**src/rtl/nn_pkg.sv**
```systemverilog
// Shared definitions for the binary fully-connected layer engine: FSM state
// encoding and the width/capacity helpers derived from the layer shape.
package nn_pkg;

    typedef enum logic [2:0] {
        ST_IDLE  = 3'd0,
        ST_LOAD  = 3'd1,
        ST_RUN   = 3'd2,
        ST_DRAIN = 3'd3,
        ST_DONE  = 3'd4
    } state_t;

    // Signed accumulator width able to hold +/-n_in.
    function automatic int unsigned acc_width(input int unsigned n_in);
        return $clog2(n_in) + 2;
    endfunction

    // Number of LANES-wide w words that make up the whole layer.
    function automatic int unsigned w_capacity(input int unsigned n_in,
                                               input int unsigned n_out,
                                               input int unsigned lanes);
        return (n_in * n_out) / lanes;
    endfunction

    // Bits needed to index 0..n-1, never less than one.
    function automatic int unsigned cnt_width(input int unsigned n);
        return (n > 1) ? $clog2(n) : 1;
    endfunction

endpackage

```
**src/rtl/nn_xnor_acc.sv**
```systemverilog
// LANES-wide XNOR accumulator: each enabled beat adds +1 to a lane when x
// matches that lane's weight bit and -1 otherwise. clr restarts from zero on
// the same beat. Optional NN_ACC_OUT_EN exposes the next accumulator value.
module nn_xnor_acc
#(
    parameter int unsigned LANES = 4,
    parameter int unsigned ACC_W = 12
) (
    input  logic             clk,
    input  logic             rst,
    input  logic             clr,
    input  logic             en,
    input  logic             x,
    input  logic [LANES-1:0] w,
    output logic [LANES-1:0] sign_c
`ifdef NN_ACC_OUT_EN
    ,
    output logic [LANES*ACC_W-1:0] acc_next_c
`endif
);

    logic [LANES-1:0][ACC_W-1:0] acc;
    logic [LANES-1:0][ACC_W-1:0] acc_nxt;

    // Next accumulator per lane and its non-negative flag.
    always_comb begin
        acc_nxt = '0;
        sign_c  = '0;
        for (int k = 0; k < int'(LANES); k++) begin
            acc_nxt[k] = (clr ? ACC_W'(0) : acc[k])
                       + ((x == w[k]) ? ACC_W'(1) : {ACC_W{1'b1}});
            sign_c[k]  = ~acc_nxt[k][ACC_W-1];
        end
    end

`ifdef NN_ACC_OUT_EN
    assign acc_next_c = acc_nxt;
`endif

    // Accumulator register, advanced only on beats carrying valid data.
    always_ff @(posedge clk or negedge rst) begin
        if (!rst) begin
            acc <= '0;
        end else if (en) begin
            acc <= acc_nxt;
        end
    end

endmodule

```
**src/rtl/nn_layer_engine.sv**
```systemverilog
// Binary fully-connected layer engine. Loads x/w memories through a
// valid/ready port, then streams an XNOR-popcount pass over LANES neurons
// at a time and emits one sign word per neuron group.
// Optional feature: define NN_ACC_OUT_EN to expose the raw lane accumulators.
module nn_layer_engine
    import nn_pkg::*;
#(
    parameter int unsigned N_IN       = 784,
    parameter int unsigned N_OUT      = 16,
    parameter int unsigned LANES      = 4,
    parameter int unsigned X_ADDR_LEN = 10,
    parameter int unsigned W_ADDR_LEN = 20
) (
    input  logic                               clk,
    input  logic                               rst,
    input  logic                               load_en,
    input  logic                               ld_valid,
    output logic                               ld_ready,
    input  logic                               ld_sel,
    input  logic [LANES-1:0]                   ld_data,
    output logic                               ld_ovf,
    input  logic                               start,
    output logic                               x_we,
    output logic                               w_we,
    output logic [X_ADDR_LEN-1:0]              x_addr,
    output logic [W_ADDR_LEN-1:0]              w_addr,
    output logic                               x_wdata,
    output logic [LANES-1:0]                   w_wdata,
    input  logic                               x_rdata,
    input  logic [LANES-1:0]                   w_rdata,
    output logic                               res_valid,
    output logic [cnt_width(N_OUT/LANES)-1:0]  res_group,
    output logic [LANES-1:0]                   res_data,
    output logic                               busy,
    output logic                               compute_finish
`ifdef NN_ACC_OUT_EN
    ,
    output logic [LANES*acc_width(N_IN)-1:0]   acc_out
`endif
);

    localparam int unsigned ACC_W  = acc_width(N_IN);
    localparam int unsigned N_GRP  = N_OUT / LANES;
    localparam int unsigned GRP_W  = cnt_width(N_GRP);
    localparam int unsigned W_CAP  = w_capacity(N_IN, N_OUT, LANES);
    localparam int unsigned I_W    = cnt_width(N_IN);
    localparam int unsigned XC_W   = $clog2(N_IN + 1);
    localparam int unsigned WC_W   = $clog2(W_CAP + 1);
    localparam logic [I_W-1:0]   I_LAST = I_W'(N_IN - 1);
    localparam logic [GRP_W-1:0] G_LAST = GRP_W'(N_GRP - 1);

    state_t            state;
    logic [XC_W-1:0]   x_cnt;
    logic [WC_W-1:0]   w_cnt;
    logic [I_W-1:0]    cur_i;
    logic [GRP_W-1:0]  cur_g;
    logic              iss_valid;
    logic              dat_valid;
    logic              dat_first;
    logic              dat_last;
    logic [GRP_W-1:0]  dat_group;
    logic              x_room;
    logic              w_room;
    logic [LANES-1:0]  sign_c;
`ifdef NN_ACC_OUT_EN
    logic [LANES*ACC_W-1:0] acc_next_c;
`endif

    // Load handshake: only while loading and the selected memory has room.
    assign x_room   = (x_cnt < XC_W'(N_IN));
    assign w_room   = (w_cnt < WC_W'(W_CAP));
    assign ld_ready = (state == ST_LOAD) && load_en && (ld_sel ? w_room : x_room);

    nn_xnor_acc #(
        .LANES (LANES),
        .ACC_W (ACC_W)
    ) u_acc (
        .clk        (clk),
        .rst        (rst),
        .clr        (dat_first),
        .en         (dat_valid),
        .x          (x_rdata),
        .w          (w_rdata),
        .sign_c     (sign_c)
`ifdef NN_ACC_OUT_EN
        ,
        .acc_next_c (acc_next_c)
`endif
    );

    // Phase FSM with load counters, read-address sequencing and result strobe.
    always_ff @(posedge clk or negedge rst) begin
        if (!rst) begin
            state          <= ST_IDLE;
            x_cnt          <= '0;
            w_cnt          <= '0;
            cur_i          <= '0;
            cur_g          <= '0;
            iss_valid      <= 1'b0;
            dat_valid      <= 1'b0;
            dat_first      <= 1'b0;
            dat_last       <= 1'b0;
            dat_group      <= '0;
            ld_ovf         <= 1'b0;
            x_we           <= 1'b0;
            w_we           <= 1'b0;
            x_addr         <= '0;
            w_addr         <= '0;
            x_wdata        <= 1'b0;
            w_wdata        <= '0;
            res_valid      <= 1'b0;
            res_group      <= '0;
            res_data       <= '0;
            busy           <= 1'b0;
            compute_finish <= 1'b0;
        end else begin
            x_we      <= 1'b0;
            w_we      <= 1'b0;
            res_valid <= 1'b0;
            // Read data lands one cycle after its address was issued.
            dat_valid <= iss_valid;
            dat_first <= (cur_i == '0);
            dat_last  <= (cur_i == I_LAST);
            dat_group <= cur_g;

            case (state)
                ST_IDLE, ST_DONE: begin
                    if (load_en) begin
                        state          <= ST_LOAD;
                        busy           <= 1'b1;
                        compute_finish <= 1'b0;
                        x_cnt          <= '0;
                        w_cnt          <= '0;
                    end else if (start) begin
                        state          <= ST_RUN;
                        busy           <= 1'b1;
                        compute_finish <= 1'b0;
                        cur_i          <= '0;
                        cur_g          <= '0;
                        x_addr         <= '0;
                        w_addr         <= '0;
                        iss_valid      <= 1'b1;
                    end
                end
                ST_LOAD: begin
                    if (!load_en) begin
                        state <= ST_IDLE;
                        busy  <= 1'b0;
                    end
                    if (ld_valid && ld_ready) begin
                        if (ld_sel) begin
                            w_we    <= 1'b1;
                            w_addr  <= W_ADDR_LEN'(w_cnt);
                            w_wdata <= ld_data;
                            w_cnt   <= w_cnt + WC_W'(1);
                        end else begin
                            x_we    <= 1'b1;
                            x_addr  <= X_ADDR_LEN'(x_cnt);
                            x_wdata <= ld_data[0];
                            x_cnt   <= x_cnt + XC_W'(1);
                        end
                    end else if (load_en && ld_valid) begin
                        ld_ovf <= 1'b1;
                    end
                end
                ST_RUN: begin
                    if ((cur_i == I_LAST) && (cur_g == G_LAST)) begin
                        state     <= ST_DRAIN;
                        iss_valid <= 1'b0;
                    end else begin
                        iss_valid <= 1'b1;
                        w_addr    <= w_addr + W_ADDR_LEN'(1);
                        if (cur_i == I_LAST) begin
                            cur_i  <= '0;
                            cur_g  <= cur_g + GRP_W'(1);
                            x_addr <= '0;
                        end else begin
                            cur_i  <= cur_i + I_W'(1);
                            x_addr <= X_ADDR_LEN'(cur_i + I_W'(1));
                        end
                    end
                end
                ST_DRAIN: begin
                    state          <= ST_DONE;
                    busy           <= 1'b0;
                    compute_finish <= 1'b1;
                end
                default: begin
                    state          <= ST_IDLE;
                    busy           <= 1'b0;
                    compute_finish <= 1'b0;
                    iss_valid      <= 1'b0;
                end
            endcase

            if (dat_valid && dat_last) begin
                res_valid <= 1'b1;
                res_group <= dat_group;
                res_data  <= sign_c;
            end
        end
    end

`ifdef NN_ACC_OUT_EN
    // Raw accumulators captured alongside each result word.
    always_ff @(posedge clk or negedge rst) begin
        if (!rst) begin
            acc_out <= '0;
        end else if (dat_valid && dat_last) begin
            acc_out <= acc_next_c;
        end
    end
`endif

endmodule

```
**config.mk**
```make
export PLATFORM = sky130hd
export DESIGN_NAME = nn_layer_engine
export DESIGN_NICKNAME = d
export VERILOG_FILES = /design/src/rtl/nn_pkg.sv /design/src/rtl/nn_xnor_acc.sv /design/src/rtl/nn_layer_engine.sv
export SDC_FILE = /design/constraint.sdc
export NUM_CORES = 1
export LEC_CHECK = 0
export ABC_AREA = 1
export CAP_MARGIN = 10
export CORE_MARGIN = 1.5
export CORE_UTILIZATION = 30
export DETAILED_ROUTE_END_ITERATION = 6
export PLACE_DENSITY = 0.55
export SETUP_SLACK_MARGIN = 0.02
export SLEW_MARGIN = 10
export SYNTH_ARGS = -nofsm -noshare
export SYNTH_HDL_FRONTEND = slang
export SYNTH_SLANG_ARGS = --single-unit
```
**constraint.sdc**
```tcl
create_clock -name clk -period 2.2 [get_ports clk]
set_clock_uncertainty 0.05 [all_clocks]
set_input_delay 0.22 -clock clk [delete_from_list [all_inputs] [get_ports clk]]
set_output_delay 0.22 -clock clk [all_outputs]
set_load 0.03 [all_outputs]
```
==> reports/results.ini, run 1 <==
[setup_path]
critical_path.max_stage_delay_ps = 440
timing.rr.end = u_acc.acc[32]
crit_slowest_cell = dfrtp_2
r2r_cells = 10
crit_chain = buf_12 -> clkbuf_16 -> buf_8 -> nor2_1 -> ha_1 -> a21oi_2 -> o21ai_1 -> or2_2 -> nand3_1 -> o21ai_1
crit_path_start_kind = flop
critPathCaptureType = flop
critPathMaxFanout = 6
cp_top_family = simple AND/OR/NAND/NOR gates
critPathArrivalTime_ps = 2390
endpoint = u_acc.acc[32]
path_depth = 10
r2r_start = dat_first
path_buf_inv = 3
crit_path_start = dat_first
cpMostUsedCell = o21ai_1
critPathRequiredTime_ps = 2440
r2r_slack_ps = 50
crit_type = flop to flop

[grt]
grt-ovfl-total = 0
antenna_found_initial = 0
grt_use_total_pct = 15.8
grt_pass1_wl_mm = 39.6
grt_pass1_vias = 8148
grt_max_degree = 55

[timing]
period_share_pct = 97.8
finalSetupTns_ps = 0
hold_ws_ps = 225
hold_viol_final = 0
slew_viol_final = 0
worst_pin_slew_ps = 468
setup_viol = 0
rsz0062_at_grt = true
max_freq_mhz = 465
slew_headroom_pct = 68.8
min_period_ps = 2150

[layout]
final_cells = 1834
diodes = 0
multi_input_area_um2 = 5130
areaGrowthSynthToFinish_pct = 34.9
post-route-util_pct = 41.4
final_area_um2 = 12000
regArea_um2 = 3450
num-fill-cells = 2952
drive_gt1_share_pct = 19.1
nNetsFinal = 1496

[synthesis]
syn_area_um2 = 8870
ys_types = 40
ys_ff_latch = 138
syn_nets = 1304
synth-seq-area-share_pct = 38.9
syn-instance-count = 1246
avgSynthCellArea_um2 = 7.12
yosysWarnings = 0

[routing]
finalWirelength_mm = 23.5
routed-wl-met2_mm = 11.0
wl_met1_mm = 11.4
vias_per_cell = 4.62
ant_nets = 0
drt-wirelength-per-cell_um = 12.8
remaining_drc_errors = 0
met3WireLength_um = 910
drtIter0Drc = 482
highest_layer = met4
drt_pass1_iterations = 5
num_vias = 8472

[floorplanning]
die_area_um2 = 30600
io_pins = 63
start_util_pct = 30.7
die_w_um = 175
die_h_um = 175
core_area_um2 = 28900
rows = 62

[pwr]
power.density_nw_per_um2 = 1330
ir_worst_vdd_v = 0.000682
leakagePower_nw = 5.85

[placed_design]
routabilityCongestion = 0.840
io_buffer_count = 62
place_area_um2 = 10900
place_hpwl_mm = 16.6
placedCellCount = 1787

[clocking]
clk-insertion-delay-late_ps = 430
cts_max_path_buffers = 2
cts_max_level = 4
cts_root_buffer = clkbuf_16
cts_buffers = 17
cts.clk_slew.worst_paths_ps = 60
clock-sinks = 138
cts_tree = yes

[flow_run]
maxCapViolCount = 0

[hold_path]
hp-class = input port to async pin

[outcome]
outcome = complete, no violations

-- per-stage QoR --
stage	total power, mW	worst slack, ps
global route	17.3	-77.7
global placement	12.2	-539
floorplan	9.07	-16.8
finish	15.9	47.3
detailed placement	12.3	-544
CTS	15.1	24.3
-- worst min-delay path by stage --
stage / startpoint / to / slack (ps)
2_1_floorplan: rst / busy / -130
3_3_place_gp: rst / u_acc.acc[6] / 120
3_5_place_dp: rst / u_acc.acc[6] / 110
4_1_cts: rst / u_acc.acc[6] / 220
5_1_grt: rst / u_acc.acc[6] / 260
6_report: rst / u_acc.acc[6] / 220
-- synth_stat cells --
| cell | number | area [um^2] |
|---|---|---|
| a41o_1 | 1 | 10.0 |
| buf_4 | 6 | 45.0 |
| nor2_4 | 2 | 22.5 |
| nor2_1 | 121 | 454 |
| o32ai_1 | 1 | 8.76 |
| a21boi_0 | 1 | 7.51 |
| nand2_1 | 395 | 1480 |
| o21ai_2 | 3 | 26.3 |
| nor3_1 | 14 | 70.1 |
| nor4_1 | 8 | 50.1 |
| xor2_1 | 36 | 315 |
| inv_2 | 7 | 26.3 |
| clkbuf_1 | 15 | 56.3 |
| dfrtp_1 | 138 | 3450 |
| a21oi_1 | 37 | 185 |
| nor3_2 | 1 | 10.0 |
| a211oi_1 | 3 | 22.5 |
| o21ai_1 | 1 | 5.00 |
| nand2_4 | 1 | 11.3 |
| nand3_1 | 86 | 430 |
| nand4_1 | 15 | 93.8 |
| buf_1 | 5 | 18.8 |
| o21bai_1 | 2 | 15.0 |
| nand3b_1 | 4 | 30.0 |
| nand2_2 | 8 | 50.1 |
| a31oi_1 | 2 | 12.5 |
| nor3b_1 | 1 | 7.51 |
| xnor2_1 | 17 | 149 |
| or2_2 | 5 | 31.3 |
| o2111ai_1 | 3 | 26.3 |
| o21ai_0 | 99 | 495 |
| nor2_2 | 6 | 37.5 |
| a21oi_2 | 1 | 8.76 |
| a21o_1 | 4 | 30.0 |
| o22ai_1 | 10 | 62.6 |
| o21a_1 | 1 | 7.51 |
| inv_1 | 140 | 526 |
| ha_1 | 40 | 500 |
| buf_2 | 3 | 15.0 |
| fa_1 | 3 | 60.1 |
-- worst reg2reg max path: cells and delay by family, from the launching register on --
kind                     cells  cell delay, ps
AND/OR/NAND/NOR              3             450
flip-flops                   1             440
buffers and inverters        3             430
AO/OA/AOI/OAI                3             380
adder cells (fa/ha/maj)      1             280
-- sequential cells by signal (all words and copies together), names as in the netlist, 3 cells and up --
signal     cells
x_addr        10
x_cnt         10
w_cnt         12
u_acc.acc     48
res_data       4
cur_i         10
w_addr        20
state          3
w_wdata        4
-- area by class of cell --
class,instances,share of cell area (%)
clock inverters,11,0.617
multi-input cells,932,42.9
clock buffers,20,3.82
inverters,147,4.65
flip-flops and latches,138,28.9
repair buffers,202,15.1
well taps,384,4.02
-- layer usage --
metal | GRT usage (%) | up-vias
met5 | 0 | -
met3 | 3.61 | 19
met4 | 3.77 | 0
met2 | 25.7 | 150
met1 | 21.1 | 3915
li1 | - | 4388
-- where the power goes --
group	internal [mW]	total, mW	switching [mW]	leakage [nW]
Sequential	3.31	3.74	0.428	1.79
Combinational	4.19	9.51	5.31	3.80
Clock	1.49	2.63	1.14	0.258
-- cell usage in the layout (no fill, tap or decap), drive strengths merged, types with 2 or more instances in the layout --
cell,count
clkbuf,21
nor3,15
a21o,4
o2111ai,3
o21ai,103
o21bai,2
nand3b,4
clkinvlp,3
nor2,129
a21oi,38
o22ai,10
nand3,86
clkdlybuf4s50,58
xnor2,17
nand2,404
nand4,15
inv,148
a31oi,2
a211oi,3
or2,5
nor4,8
buf,140
dfrtp,138
clkinv,7
ha,40
fa,3
xor2,36
-- cells by family after synthesis --
kind of cell | share of synthesized area [%]
AO/OA/AOI/OAI | 10.4
XOR/XNOR | 5.23
adder cells (fa/ha/maj) | 6.32
buffers and inverters | 7.74
flip-flops | 38.9
AND/OR/NAND/NOR | 31.4
-- what timing repair did --
action                                 CTS  global route
hold buffers                             1             0
buffers inserted                         2            11
gates resized for setup                 13            85
endpoints found under the hold margin   35             0
pin swaps                                2            24
setup endpoints to repair               13            35
gates cloned                             0             2
No activity file was read; power rests on OpenSTA's default activity.
==> run 2: changes to the inputs <==
--- a/config.mk
+++ b/config.mk
@@ -12,7 +12,7 @@
 export DETAILED_ROUTE_END_ITERATION = 6
 export PLACE_DENSITY = 0.55
 export SETUP_SLACK_MARGIN = 0.02
-export SLEW_MARGIN = 10
+export SLEW_MARGIN = 20
 export SYNTH_ARGS = -nofsm -noshare
 export SYNTH_HDL_FRONTEND = slang
 export SYNTH_SLANG_ARGS = --single-unit
==> results of run 2 <==
Same layout as run 1: the final DEF is identical, and so are final timing and power.
